--- src/rtl/poly_mac_seq.sv ---
// poly_mac_seq: streams packed two-lane coefficient words through an external
// combinational modular MAC. For each word index i it reads A[i], B[i], C[i]
// over a single-outstanding req/gnt/rvalid memory port, lets the MAC settle
// for one cycle, and writes the lane-masked result to R[i].
// Optional build macro POLY_MAC_SEQ_CYCLE_CNT_EN adds a saturating busy-cycle
// counter on cycles_o.
module poly_mac_seq #(
  parameter int LOG2_Q = 16,
  parameter int ADDR_W = 16
) (
  input  logic              clk_i,
  input  logic              rst_ni,
  input  logic              start_i,
  input  logic [ADDR_W-1:0] base_a_i,
  input  logic [ADDR_W-1:0] base_b_i,
  input  logic [ADDR_W-1:0] base_c_i,
  input  logic [ADDR_W-1:0] base_r_i,
  input  logic [ADDR_W-1:0] len_i,
  output logic              busy_o,
  output logic              done_o,
`ifdef POLY_MAC_SEQ_CYCLE_CNT_EN
  output logic [31:0]       cycles_o,
`endif
  output logic              mem_req_o,
  input  logic              mem_gnt_i,
  output logic              mem_we_o,
  output logic [ADDR_W-1:0] mem_addr_o,
  output logic [31:0]       mem_wdata_o,
  input  logic              mem_rvalid_i,
  input  logic [31:0]       mem_rdata_i,
  output logic [31:0]       mac_in1_o,
  output logic [31:0]       mac_in2_o,
  output logic [31:0]       mac_in3_o,
  input  logic [31:0]       mac_result_i
);

  // Bits of each 16-bit lane slot that carry coefficient data.
  localparam logic [15:0] LANE_MASK = 16'((33'd1 << LOG2_Q) - 33'd1);

  typedef enum logic [2:0] {
    S_IDLE = 3'd0,
    S_RD_A = 3'd1,
    S_RD_B = 3'd2,
    S_RD_C = 3'd3,
    S_CALC = 3'd4,
    S_WR   = 3'd5,
    S_FIN  = 3'd6
  } state_t;

  state_t            r_state;
  logic              r_resp;     // 1 = access granted, waiting for rvalid
  logic              r_busy;
  logic              r_done;
  logic              r_req;
  logic              r_we;
  logic [ADDR_W-1:0] r_addr;
  logic [31:0]       r_wdata;
  logic [31:0]       r_op_a;
  logic [31:0]       r_op_b;
  logic [31:0]       r_op_c;
  logic [ADDR_W-1:0] r_idx;
  logic [ADDR_W-1:0] r_len;
  logic [ADDR_W-1:0] r_base_a;
  logic [ADDR_W-1:0] r_base_b;
  logic [ADDR_W-1:0] r_base_c;
  logic [ADDR_W-1:0] r_base_r;

  // Addresses wrap modulo 2^ADDR_W through plain truncating addition.
  logic [ADDR_W-1:0] w_addr_b;
  logic [ADDR_W-1:0] w_addr_c;
  logic [ADDR_W-1:0] w_addr_r;
  logic [ADDR_W-1:0] w_addr_a_next;
  logic              w_last;
  logic [31:0]       w_result;

  assign w_addr_b      = r_base_b + r_idx;
  assign w_addr_c      = r_base_c + r_idx;
  assign w_addr_r      = r_base_r + r_idx;
  assign w_addr_a_next = r_base_a + r_idx + ADDR_W'(1);
  assign w_last        = (r_idx == (r_len - ADDR_W'(1)));
  assign w_result      = mac_result_i & {LANE_MASK, LANE_MASK};

  // Sequencer FSM; every port-facing signal is a register updated here.
  always_ff @(posedge clk_i or negedge rst_ni) begin
    if (!rst_ni) begin
      r_state  <= S_IDLE;
      r_resp   <= 1'b0;
      r_busy   <= 1'b0;
      r_done   <= 1'b0;
      r_req    <= 1'b0;
      r_we     <= 1'b0;
      r_addr   <= '0;
      r_wdata  <= 32'd0;
      r_op_a   <= 32'd0;
      r_op_b   <= 32'd0;
      r_op_c   <= 32'd0;
      r_idx    <= '0;
      r_len    <= '0;
      r_base_a <= '0;
      r_base_b <= '0;
      r_base_c <= '0;
      r_base_r <= '0;
    end else begin
      r_done <= 1'b0;
      case (r_state)
        S_IDLE: begin
          if (start_i) begin
            r_base_a <= base_a_i;
            r_base_b <= base_b_i;
            r_base_c <= base_c_i;
            r_base_r <= base_r_i;
            r_len    <= len_i;
            r_idx    <= '0;
            r_resp   <= 1'b0;
            if (len_i == '0) begin
              r_state <= S_FIN;
              r_done  <= 1'b1;
              r_busy  <= 1'b0;
            end else begin
              r_state <= S_RD_A;
              r_busy  <= 1'b1;
              r_req   <= 1'b1;
              r_we    <= 1'b0;
              r_addr  <= base_a_i;
            end
          end
        end
        S_RD_A, S_RD_B, S_RD_C: begin
          if (!r_resp) begin
            // Request phase: hold addr/we stable until granted.
            if (mem_gnt_i) begin
              r_req  <= 1'b0;
              r_resp <= 1'b1;
            end
          end else if (mem_rvalid_i) begin
            r_resp <= 1'b0;
            if (r_state == S_RD_A) begin
              r_op_a  <= mem_rdata_i;
              r_state <= S_RD_B;
              r_req   <= 1'b1;
              r_addr  <= w_addr_b;
            end else if (r_state == S_RD_B) begin
              r_op_b  <= mem_rdata_i;
              r_state <= S_RD_C;
              r_req   <= 1'b1;
              r_addr  <= w_addr_c;
            end else begin
              r_op_c  <= mem_rdata_i;
              r_state <= S_CALC;
            end
          end
        end
        S_CALC: begin
          // Operands have been stable for a full cycle; take the MAC result.
          r_wdata <= w_result;
          r_state <= S_WR;
          r_req   <= 1'b1;
          r_we    <= 1'b1;
          r_addr  <= w_addr_r;
        end
        S_WR: begin
          if (!r_resp) begin
            if (mem_gnt_i) begin
              r_req  <= 1'b0;
              r_resp <= 1'b1;
            end
          end else if (mem_rvalid_i) begin
            r_resp <= 1'b0;
            r_we   <= 1'b0;
            if (w_last) begin
              r_state <= S_FIN;
              r_done  <= 1'b1;
              r_busy  <= 1'b0;
            end else begin
              r_idx   <= r_idx + ADDR_W'(1);
              r_state <= S_RD_A;
              r_req   <= 1'b1;
              r_addr  <= w_addr_a_next;
            end
          end
        end
        S_FIN: begin
          r_state <= S_IDLE;
        end
        default: begin
          r_state <= S_IDLE;
          r_resp  <= 1'b0;
          r_busy  <= 1'b0;
          r_req   <= 1'b0;
          r_we    <= 1'b0;
        end
      endcase
    end
  end

`ifdef POLY_MAC_SEQ_CYCLE_CNT_EN
  logic [31:0] r_cycles;

  // Saturating count of busy cycles, cleared when a start is accepted.
  always_ff @(posedge clk_i or negedge rst_ni) begin
    if (!rst_ni) begin
      r_cycles <= 32'd0;
    end else if ((r_state == S_IDLE) && start_i) begin
      r_cycles <= 32'd0;
    end else if (r_busy && (r_cycles != 32'hFFFF_FFFF)) begin
      r_cycles <= r_cycles + 32'd1;
    end
  end

  assign cycles_o = r_cycles;
`endif

  assign busy_o      = r_busy;
  assign done_o      = r_done;
  assign mem_req_o   = r_req;
  assign mem_we_o    = r_we;
  assign mem_addr_o  = r_addr;
  assign mem_wdata_o = r_wdata;
  assign mac_in1_o   = r_op_a;
  assign mac_in2_o   = r_op_b;
  assign mac_in3_o   = r_op_c;

endmodule

--- config.mk ---
export PLATFORM = sky130hd
export DESIGN_NAME = poly_mac_seq
export DESIGN_NICKNAME = d
export VERILOG_FILES = /design/src/rtl/poly_mac_seq.sv
export SDC_FILE = /design/constraint.sdc
export NUM_CORES = 1
export LEC_CHECK = 0
export BUFFER_PORTS_ARGS = -buffer_cell sky130_fd_sc_hd__buf_2
export CAP_MARGIN = 30
export CORE_MARGIN = 2
export CORE_UTILIZATION = 59
export CTS_CLUSTER_DIAMETER = 30
export DETAILED_ROUTE_END_ITERATION = 10
export GPL_TIMING_DRIVEN = 1
export HOLD_SLACK_MARGIN = 0.06
export PLACE_DENSITY = 0.87
export SLEW_MARGIN = 0
export SYNTH_ARGS = -nofsm -noshare
export SYNTH_HDL_FRONTEND = slang
export SYNTH_SLANG_ARGS = --single-unit
--- constraint.sdc ---
create_clock -name clk_i -period 10.7 [get_ports clk_i]
set_input_delay 1.605 -clock clk_i [delete_from_list [all_inputs] [get_ports clk_i]]
set_output_delay 1.605 -clock clk_i [all_outputs]
set_load 0.03 [all_outputs]
# Word-level counts from Yosys, hierarchy flattened
# Index checks and enable logic that the tools add are counted.
dict set report classes {
  n_addsub 7
  n_eq_ne 20
  n_mux 58
  n_bitwise 6
  n_reduce_logical 20
}
# op count
set op_table {}
lappend op_table {{two-way mux 16 bit} 13}
lappend op_table {{adder 16 bit} 4}
lappend op_table {{one-hot mux 16 bit (4 select lines)} 1}
lappend op_table {{adder 16 x 1 -> 16 bit (second input constant)} 2}
lappend op_table {{one-hot mux 16 bit (2 select lines)} 1}
lappend op_table {{AND reduction 5 bit} 6}
lappend op_table {{two-way mux 1 bit} 28}
lappend op_table {{two-way mux 3 bit} 9}
lappend op_table {{equality test 16 bit} 1}
lappend op_table {{logical NOT 16 bit} 1}
lappend op_table {{!= test 2 bit (second input constant)} 8}
lappend op_table {{subtractor 16 x 1 -> 16 bit (second input constant)} 1}
lappend op_table {{!= test 3 bit (second input constant)} 4}
lappend op_table {{one-hot mux 3 bit (4 select lines)} 1}
lappend op_table {{equality test 3 bit (second input constant)} 3}
lappend op_table {{AND reduction 9 bit} 1}
lappend op_table {{OR reduction 4 bit} 2}
lappend op_table {{AND reduction 7 bit} 1}
lappend op_table {{equality test 3 x 2 -> 1 bit (second input constant)} 2}
lappend op_table {{NOT 1 bit} 6}
lappend op_table {{one-hot mux 1 bit (3 select lines)} 2}
lappend op_table {{one-hot mux 1 bit (5 select lines)} 1}
lappend op_table {{OR reduction 5 bit} 1}
lappend op_table {{!= test 4 bit (second input constant)} 1}
lappend op_table {{other kinds (10)} 11}
dict set report totals {
  reg_bits 248
  inputBits 149
  out_inout_bits 148
  elab_cells 128
}

# Logic depth before layout (Yosys ltp)
# Gate-level depths: netlist of the first run.
dict set report depth {
  word_depth 6
  mapped_depth 17
  depth_no_buf 15
}

# Worst setup path before layout of the first run
# No wires, ideal clock.
dict set report synth_path {
  path_kind {reg-to-reg}
  from {reg r_state[0]}
  to {reg r_addr[14] (netlist: mem_addr_o[14])}
  setup_ns 0.125
  arrival_ns 3.998
  required_time_ns 10.575
  path_slack_ns 6.578
  path_stages_with_launch 18
  n_path_buf 3
  synth_period_minus_slack_ns 4.122
  cell_sequence {dfrtp_1 > clkbuf_1 > nor3b_1 > buf_1 > buf_1 > mux2i_1 > o21ai_0 > ha_1 > inv_1 > fa_1 > nor2b_1 > o2111ai_1 > a311oi_1 > o211ai_1 > a31oi_1 > xor2_1 > a221o_1 > mux2_2}
}
dict set report synth_between {
  elab_chain_cells 5
  elab_cells_between_ends 21
  classes_between {13 x eq/ne; 4 x mux; 4 x reduce/logical}
}
# item line_no
set synth_rtl {}
lappend synth_rtl {{from (decl)} 50} ;# state_t r_state;
lappend synth_rtl {{from (signal assigned)} 86} ;# r_state <= S_IDLE;
lappend synth_rtl {{from (signal assigned)} 116} ;# r_state <= S_FIN;
lappend synth_rtl {{from (signal assigned)} 120} ;# r_state <= S_RD_A;
lappend synth_rtl {{equality test 3 x 1 -> 1 bit} {105, 137}}
lappend synth_rtl {{two-way mux 16 bit} 137} ;# if (r_state == S_RD_A) begin
lappend synth_rtl {{two-way mux 16 bit} 135} ;# end else if (mem_rvalid_i) begin
lappend synth_rtl {{two-way mux 16 bit} 129} ;# if (!r_resp) begin
lappend synth_rtl {{one-hot mux 16 bit (4 select lines)} 105} ;# case (r_state)
lappend synth_rtl {{to (signal assigned)} 124} ;# r_addr <= base_a_i;
lappend synth_rtl {{to (signal assigned)} 141} ;# r_addr <= w_addr_b;
lappend synth_rtl {{to (signal assigned)} 146} ;# r_addr <= w_addr_c;
lappend synth_rtl {{to (decl)} 56} ;# logic [ADDR_W-1:0] r_addr;
# Several ways; a longest one is shown, not always the timed one. The select of a mux whose other input is x is not followed.
# A chain may end at the register's enable or synchronous reset.

# Worst setup path after layout of the first run
dict set report layout_path {
  from {reg r_state[1]}
  to {reg r_addr[14] (netlist: mem_addr_o[14])}
}
# Same word-level chain as after synthesis.

==> results of run 1 <==
through the flow:
| stage | instance area (µm²) | util [%] | setup WS [ns] | hold WS (ns) |
|---|---|---|---|---|
| after floorplan | 12600 | - | 6.58 | 0.445 |
| after global placement | 14300 | 68.1 | 6.32 | 0.460 |
| after detailed placement | 14300 | 68.1 | 6.24 | 0.463 |
| after CTS | 16000 | 76.3 | 6.19 | 0.477 |
| after global routing | 16100 | 76.5 | 5.67 | 0.495 |
| final | 16100 | 76.5 | 6.14 | 0.476 |
kinds of logic after synthesis:
kind of cell,after synthesis,synth area share [%]
simple gates,455,16.6
mux,175,15.3
xor+xnor,44,3.05
fa+ha+maj,34,3.49
buf+inv,84,2.83
flops,248,49.2
compound gates,183,9.56
registers in the layout, indices dropped and copies added, names as in the netlist:
signal / cells
mac_in1_o: 32
mac_in2_o: 32
mac_in3_o: 32
mem_wdata_o: 32
mem_addr_o: 16
r_base_a: 16
r_base_b: 16
r_base_c: 16
r_base_r: 16
r_idx: 16
r_len: 16
r_state: 3
busy_o: 1
done_o: 1
mem_req_o: 1
mem_we_o: 1
r_resp: 1
metal layers:
metal | routed length (µm) | part of all wire, % | GRT usage [%]
met3 | 2650 | 7.3 | 7.00
met4 | 1540 | 4.3 | 14.2
met1 | 14100 | 39 | 41.0
met2 | 17800 | 49 | 52.5
met5 | 0 | 0 | 0
Yosys cell counts (12+ instances only):
| library cell | count |
|---|---|
| xnor2_1 | 32 |
| mux2i_1 | 37 |
| ha_1 | 32 |
| xor2_1 | 12 |
| nand2_1 | 292 |
| nand4_1 | 12 |
| nand2b_1 | 19 |
| dfrtp_1 | 248 |
| o21ai_0 | 48 |
| nor2_1 | 42 |
| inv_1 | 23 |
| a21oi_1 | 46 |
| clkbuf_1 | 47 |
| nor3_1 | 14 |
| nor4_1 | 17 |
| mux2_2 | 136 |
layout make-up:
class	count	area [µm²]	area share [%]
sequential	248	6210	38.6
multi-input combinational	891	6080	37.8
timing repair buffer	311	1620	10.1
clock buffer	58	1320	8.21
clock inverter	32	420	2.61
tap	275	344	2.14
inverter	23	86.3	0.537
antenna	1	2.50	0.0156
power breakdown:
part | internal [mW] | switching [mW]
Sequential | 1.37 | 0.317
Combinational | 0.873 | 1.48
Clock | 1.06 | 0.521
final timing paths:
path | from | endpoint | slack, ns | cells after the start
setup / recovery | r_state[1] | mem_addr_o[14] | 6.14 | 16
setup reg to reg | r_state[1] | mem_addr_o[14] | 6.14 | 16
min in group asynchronous | rst_ni | mem_wdata_o[16] | 1.10 | 1
max in group asynchronous | rst_ni | mac_in1_o[4] | 8.22 | 2
hold reg to reg | r_base_a[2] | r_base_a[2] | 0.48 | 2
hold / removal | r_base_a[2] | r_base_a[2] | 0.48 | 2
worst max-delay path: stages, from the launching register on:
cell and delay [ns]:
dfrtp_1 0.67, nand2b_1 0.35, nor2_4 0.10, buf_4 0.56, nand2_1 0.10, o21ai_0 0.10, ha_1 0.22, inv_1 0.08
fa_1 0.41, nor2b_1 0.18, o2111ai_1 0.18, a311oi_1 0.34, o211ai_1 0.16, a31oi_1 0.24, xor2_1 0.09, a221o_1 0.35
mux2_2 0.26
==> flow_metrics.py, run 1 <==
metrics = {
    "status": {
        "status": "finished clean",
    },
    "synth": {
        "async_flop_share_pct": 100,
        "synth.distinct_cells": 80,
        "syn_area_mm2": 0.0126,
        "seq_area_frac_synth_pct": 49.2,
        "netlist_instances": 1223,
        "ys.flop_type": "dfrtp_1",
        "yosysWarnings": 0,
        "syn-num-nets": 1406,
        "synth_largest_area_cell": "dfrtp_1",
        "yosys-top-cells-area": "dfrtp_1 (49%), mux2_2 (12%), nand2_1 (8.7%), ha_1 (3.2%), mux2i_1 (2.9%)",
        "synth_edf_count": 0,
        "ys_ff_latch": 248,
        "syn_area_per_cell_um2": 10.3,
        "yosysTopAreaCellShare_pct": 49.2,
    },
    "timing": {
        "hold_viol_final": 0,
        "setup_viol": 0,
        "worst_pin_slew_ns": 1.04,
        "rsz0062_at_grt": "false",
        "relSlewSlack_pct": 30.7,
        "fmax_ghz": 0.219,
        "fin_worst_skew_ns": 0.0170,
        "layout_min_cycle_time_ns": 4.56,
        "tns_ns": 0,
        "drv_slew": 0,
        "timing.final.crit_share_pct": 42.6,
    },
    "floorplanning": {
        "die_w_um": 150,
        "io_pins": 297,
        "rows": 53,
        "initial_core_util_pct": 60.0,
        "core_mm2": 0.0210,
        "dieHeight_um": 150,
        "die_area_mm2": 0.0226,
    },
    "placed_design": {
        "dp_hpwl_mm": 24.6,
        "dp_cells": 1746,
        "place.gp.congestion": 0.922,
        "port_buffers": 296,
    },
    "route": {
        "wl_per_cell_um": 19.6,
        "first_iter_violations": 925,
        "vias_per_cell": 5.84,
        "ant_nets": 0,
        "routed_wl_mm": 36.1,
        "via_count": 10700,
        "drt-pass1-iter-count": 6,
        "remaining_drc_errors": 0,
    },
    "clock_tree": {
        "clock_path_buffers": 3,
        "cts_setup_buffers": 0,
        "insertion_delay_ns": 0.54,
        "root_buffer": "clkbuf_16",
        "cts_tree": "done",
        "post_cts_resized": 0,
        "clk_pin_slew_ns": 0.05,
        "cts_hold_buffers": 0,
        "cts_buffers": 48,
        "clock-sinks": 248,
        "cts_max_level": 2,
    },
    "critical_path": {
        "crit_type": "reg -> reg",
        "crit_required_ns": 11.12,
        "cp_data_arrival_time_ns": 4.98,
        "endpoint_kind": "flop",
        "crit_path_start_kind": "flop",
        "cp_max_fo": 64,
    },
    "grt": {
        "grt_pass1_vias": 10900,
        "grt_first_pass_wirelength_mm": 56.6,
        "grt_use_total_pct": 32.0,
        "grt_max_degree": 111,
        "grt-ovfl-total": 0,
        "antenna_found_initial": 0,
    },
    "power": {
        "p_per_area_mw_per_mm2": 349,
        "vdd_drop_max_mv": 0.268,
        "finalPower_mw": 5.61,
        "p_leak_nw": 7.93,
    },
    "layout": {
        "layout.nets": 1706,
        "final_common_cell": "buf_2",
        "syn_to_final_growth_pct": 27.4,
        "n_fill_cell": 1367,
        "final_cell_mix": "buf_2 (295), nand2_1 (292), dfrtp_1 (248), mux2_2 (136), clkbuf_16 (49)",
        "finalNonFillerCells": 1839,
        "drive_above_1_share_pct": 36.1,
    },
    "flow_run": {
        "cap_violations": 0,
    },
    "worst_hold_path": {
        "hp-class": "reg -> reg",
    },
}
Note: power is estimated with default switching activity, not from simulation.
==> run 2: changes to the inputs <==
--- a/config.mk
+++ b/config.mk
@@ -8,12 +8,12 @@
 export BUFFER_PORTS_ARGS = -buffer_cell sky130_fd_sc_hd__buf_2
 export CAP_MARGIN = 30
 export CORE_MARGIN = 2
-export CORE_UTILIZATION = 59
+export CORE_UTILIZATION = 49
 export CTS_CLUSTER_DIAMETER = 30
 export DETAILED_ROUTE_END_ITERATION = 10
 export GPL_TIMING_DRIVEN = 1
 export HOLD_SLACK_MARGIN = 0.06
-export PLACE_DENSITY = 0.87
+export PLACE_DENSITY = 0.77
 export SLEW_MARGIN = 0
 export SYNTH_ARGS = -nofsm -noshare
 export SYNTH_HDL_FRONTEND = slang
==> constraint.sdc (replaced) <==
create_clock -name clk_i -period 4.15 [get_ports clk_i]
set_input_delay 0.6225 -clock clk_i [delete_from_list [all_inputs] [get_ports clk_i]]
set_output_delay 0.6225 -clock clk_i [all_outputs]
set_load 0.03 [all_outputs]
==> run 2 against run 1 <==
Final cell count rose by 4.1%. Worst setup slack got worse by 5.8 ns. Worst hold slack worse by 0.39 ns. Maximum frequency rose by 19%. Clock skew about the same. Count of clock-buffer cells in the layout up 12. Largest cell class unchanged. Via count decreased by 0.58%. Critical path depth shrank 2. Critical endpoint is now mem_addr_o[15].
==> flow_metrics.py, run 2 (synthesis results as in run 1) <==
metrics = {
    "status": {
        "status": "finished clean",
    },
    "route": {
        "first_iter_violations": 942,
        "routed_wl_mm": 36.7,
        "remaining_drc_errors": 0,
        "ant_nets": 0,
        "wl_per_cell_um": 19.2,
        "via_count": 10700,
        "drt-pass1-iter-count": 6,
        "vias_per_cell": 5.58,
    },
    "timing": {
        "hold-worst-slack_ns": 0.0844,
        "fmax_ghz": 0.261,
        "drv_slew": 0,
        "tns_ns": 0,
        "fin_worst_skew_ns": 0.0165,
        "timing.final.crit_share_pct": 92.5,
        "rsz0062_at_grt": "false",
        "layout_min_cycle_time_ns": 3.84,
        "worst_pin_slew_ns": 0.860,
        "postLayoutSetupSlackWorst_ns": 0.313,
        "relSlewSlack_pct": 42.6,
        "setup_viol": 0,
        "hold_viol_final": 0,
    },
    "critical_path": {
        "crit_type": "reg -> reg",
        "critPathTopFamily": "compound AO/OA/AOI/OAI gates",
        "cp_data_arrival_time_ns": 4.22,
        "crit_path_start_kind": "flop",
        "cp_cell_sequence": "nand2b_1, nor2_4, buf_4, buf_4, o21ai_0, ha_1, a21o_1, a21oi_1, o22a_1, o21ai_0, o41ai_1, xnor2_1, a22oi_1, a31oi_1",
        "cp_slowest_cell": "dfrtp_1",
        "cp_max_fo": 41,
        "crit_required_ns": 4.53,
        "critPathBufInv": 2,
        "cpPeakStageDelay_ns": 0.47,
        "endpoint_kind": "flop",
    },
    "layout": {
        "n_fill_cell": 1971,
        "drive_above_1_share_pct": 36.5,
        "register_area_mm2": 0.00621,
        "finalNonFillerCells": 1915,
        "fin_area_mm2": 0.0165,
        "syn_to_final_growth_pct": 30.5,
        "post-route-util_pct": 65.2,
        "multi_input_area_mm2": 0.00608,
        "final_common_cell": "buf_2",
        "layout.nets": 1723,
        "final_cell_mix": "buf_2 (295), nand2_1 (292), dfrtp_1 (248), mux2_2 (136), clkbuf_16 (55)",
    },
    "floorplanning": {
        "dieHeight_um": 164,
        "core_mm2": 0.0253,
        "io_pins": 297,
        "initial_core_util_pct": 50.0,
        "rows": 58,
        "die_area_mm2": 0.0271,
        "die_w_um": 164,
    },
    "grt": {
        "grt_max_degree": 110,
        "grt_use_total_pct": 27.1,
        "grt-ovfl-total": 0,
        "antenna_found_initial": 2,
        "grt_pass1_vias": 11000,
        "grt_first_pass_wirelength_mm": 57.3,
    },
    "flow_run": {
        "cap_violations": 0,
    },
    "power": {
        "vdd_drop_max_mv": 0.621,
        "finalPower_mw": 15.1,
        "p_leak_nw": 8.08,
        "p_per_area_mw_per_mm2": 914,
    },
    "clock_tree": {
        "clock_path_buffers": 3,
        "cts_setup_buffers": 0,
        "cts_buffers": 55,
        "cts_max_level": 2,
        "root_buffer": "clkbuf_16",
        "post_cts_resized": 0,
        "cts_hold_buffers": 0,
        "insertion_delay_ns": 0.56,
        "clock-sinks": 248,
        "clk_pin_slew_ns": 0.05,
        "cts_tree": "done",
    },
    "worst_hold_path": {
        "hp-class": "in -> async",
    },
    "placed_design": {
        "place.gp.congestion": 0.944,
        "placed_cell_area_mm2": 0.0145,
        "dp_hpwl_mm": 26.0,
        "dp_cells": 1813,
        "post-place-ws_ns": 0.464,
        "port_buffers": 296,
    },
}
## run 2: changes by cell type in the layout (fill, tap and decap cells not counted), moves of 2 or more
cell	before	now
buf_4	14	24
bufinv_16	7	12
clkbuf_1	3	9
clkbuf_16	49	55
clkinv_2	9	5
clkinv_4	6	4
clkinvlp_4	3	6
diode_2	1	3
inv_6	5	1
## run 2: area by class of cell
type | instances | area share [%]
Antenna cell | 3 | 0.0456
Clock buffer | 70 | 9.06
Clock inverter | 29 | 3.00
Inverter | 23 | 0.524
Multi-Input combinational cell | 891 | 36.9
Sequential cell | 248 | 37.7
Tap cell | 330 | 2.51
Timing Repair Buffer | 321 | 10.3
## run 2: worst paths after layout
check	startpoint	endpoint	slack, ns	cells past startpoint
setup / recovery	r_state[2]	mem_addr_o[15]	0.31	14
hold / removal	rst_ni	mem_wdata_o[0]	0.08	1
setup reg to reg	r_state[2]	mem_addr_o[15]	0.31	14
hold reg to reg	r_base_b[13]	r_base_b[13]	0.47	2
max in group asynchronous	rst_ni	mac_in1_o[19]	2.90	2
min in group clk_i	base_r_i[3]	r_base_r[3]	0.25	3
## run 2: where the power goes
part / internal (mW) / total (mW) / switching, mW
Combinational: 2.29 / 6.16 / 3.87
Clock: 3.27 / 4.63 / 1.36
Sequential: 3.53 / 4.27 / 0.739
## run 2: routing by layer
metal	vias to the layer above	track usage, %	wire (µm)	part of all wire, %
met5	-	0	0	0
met4	0	11.8	1510	4.1
met3	111	6.25	2760	7.5
met2	485	44.6	17800	48
met1	5156	34.3	14700	40
li1	4934	-	-	-
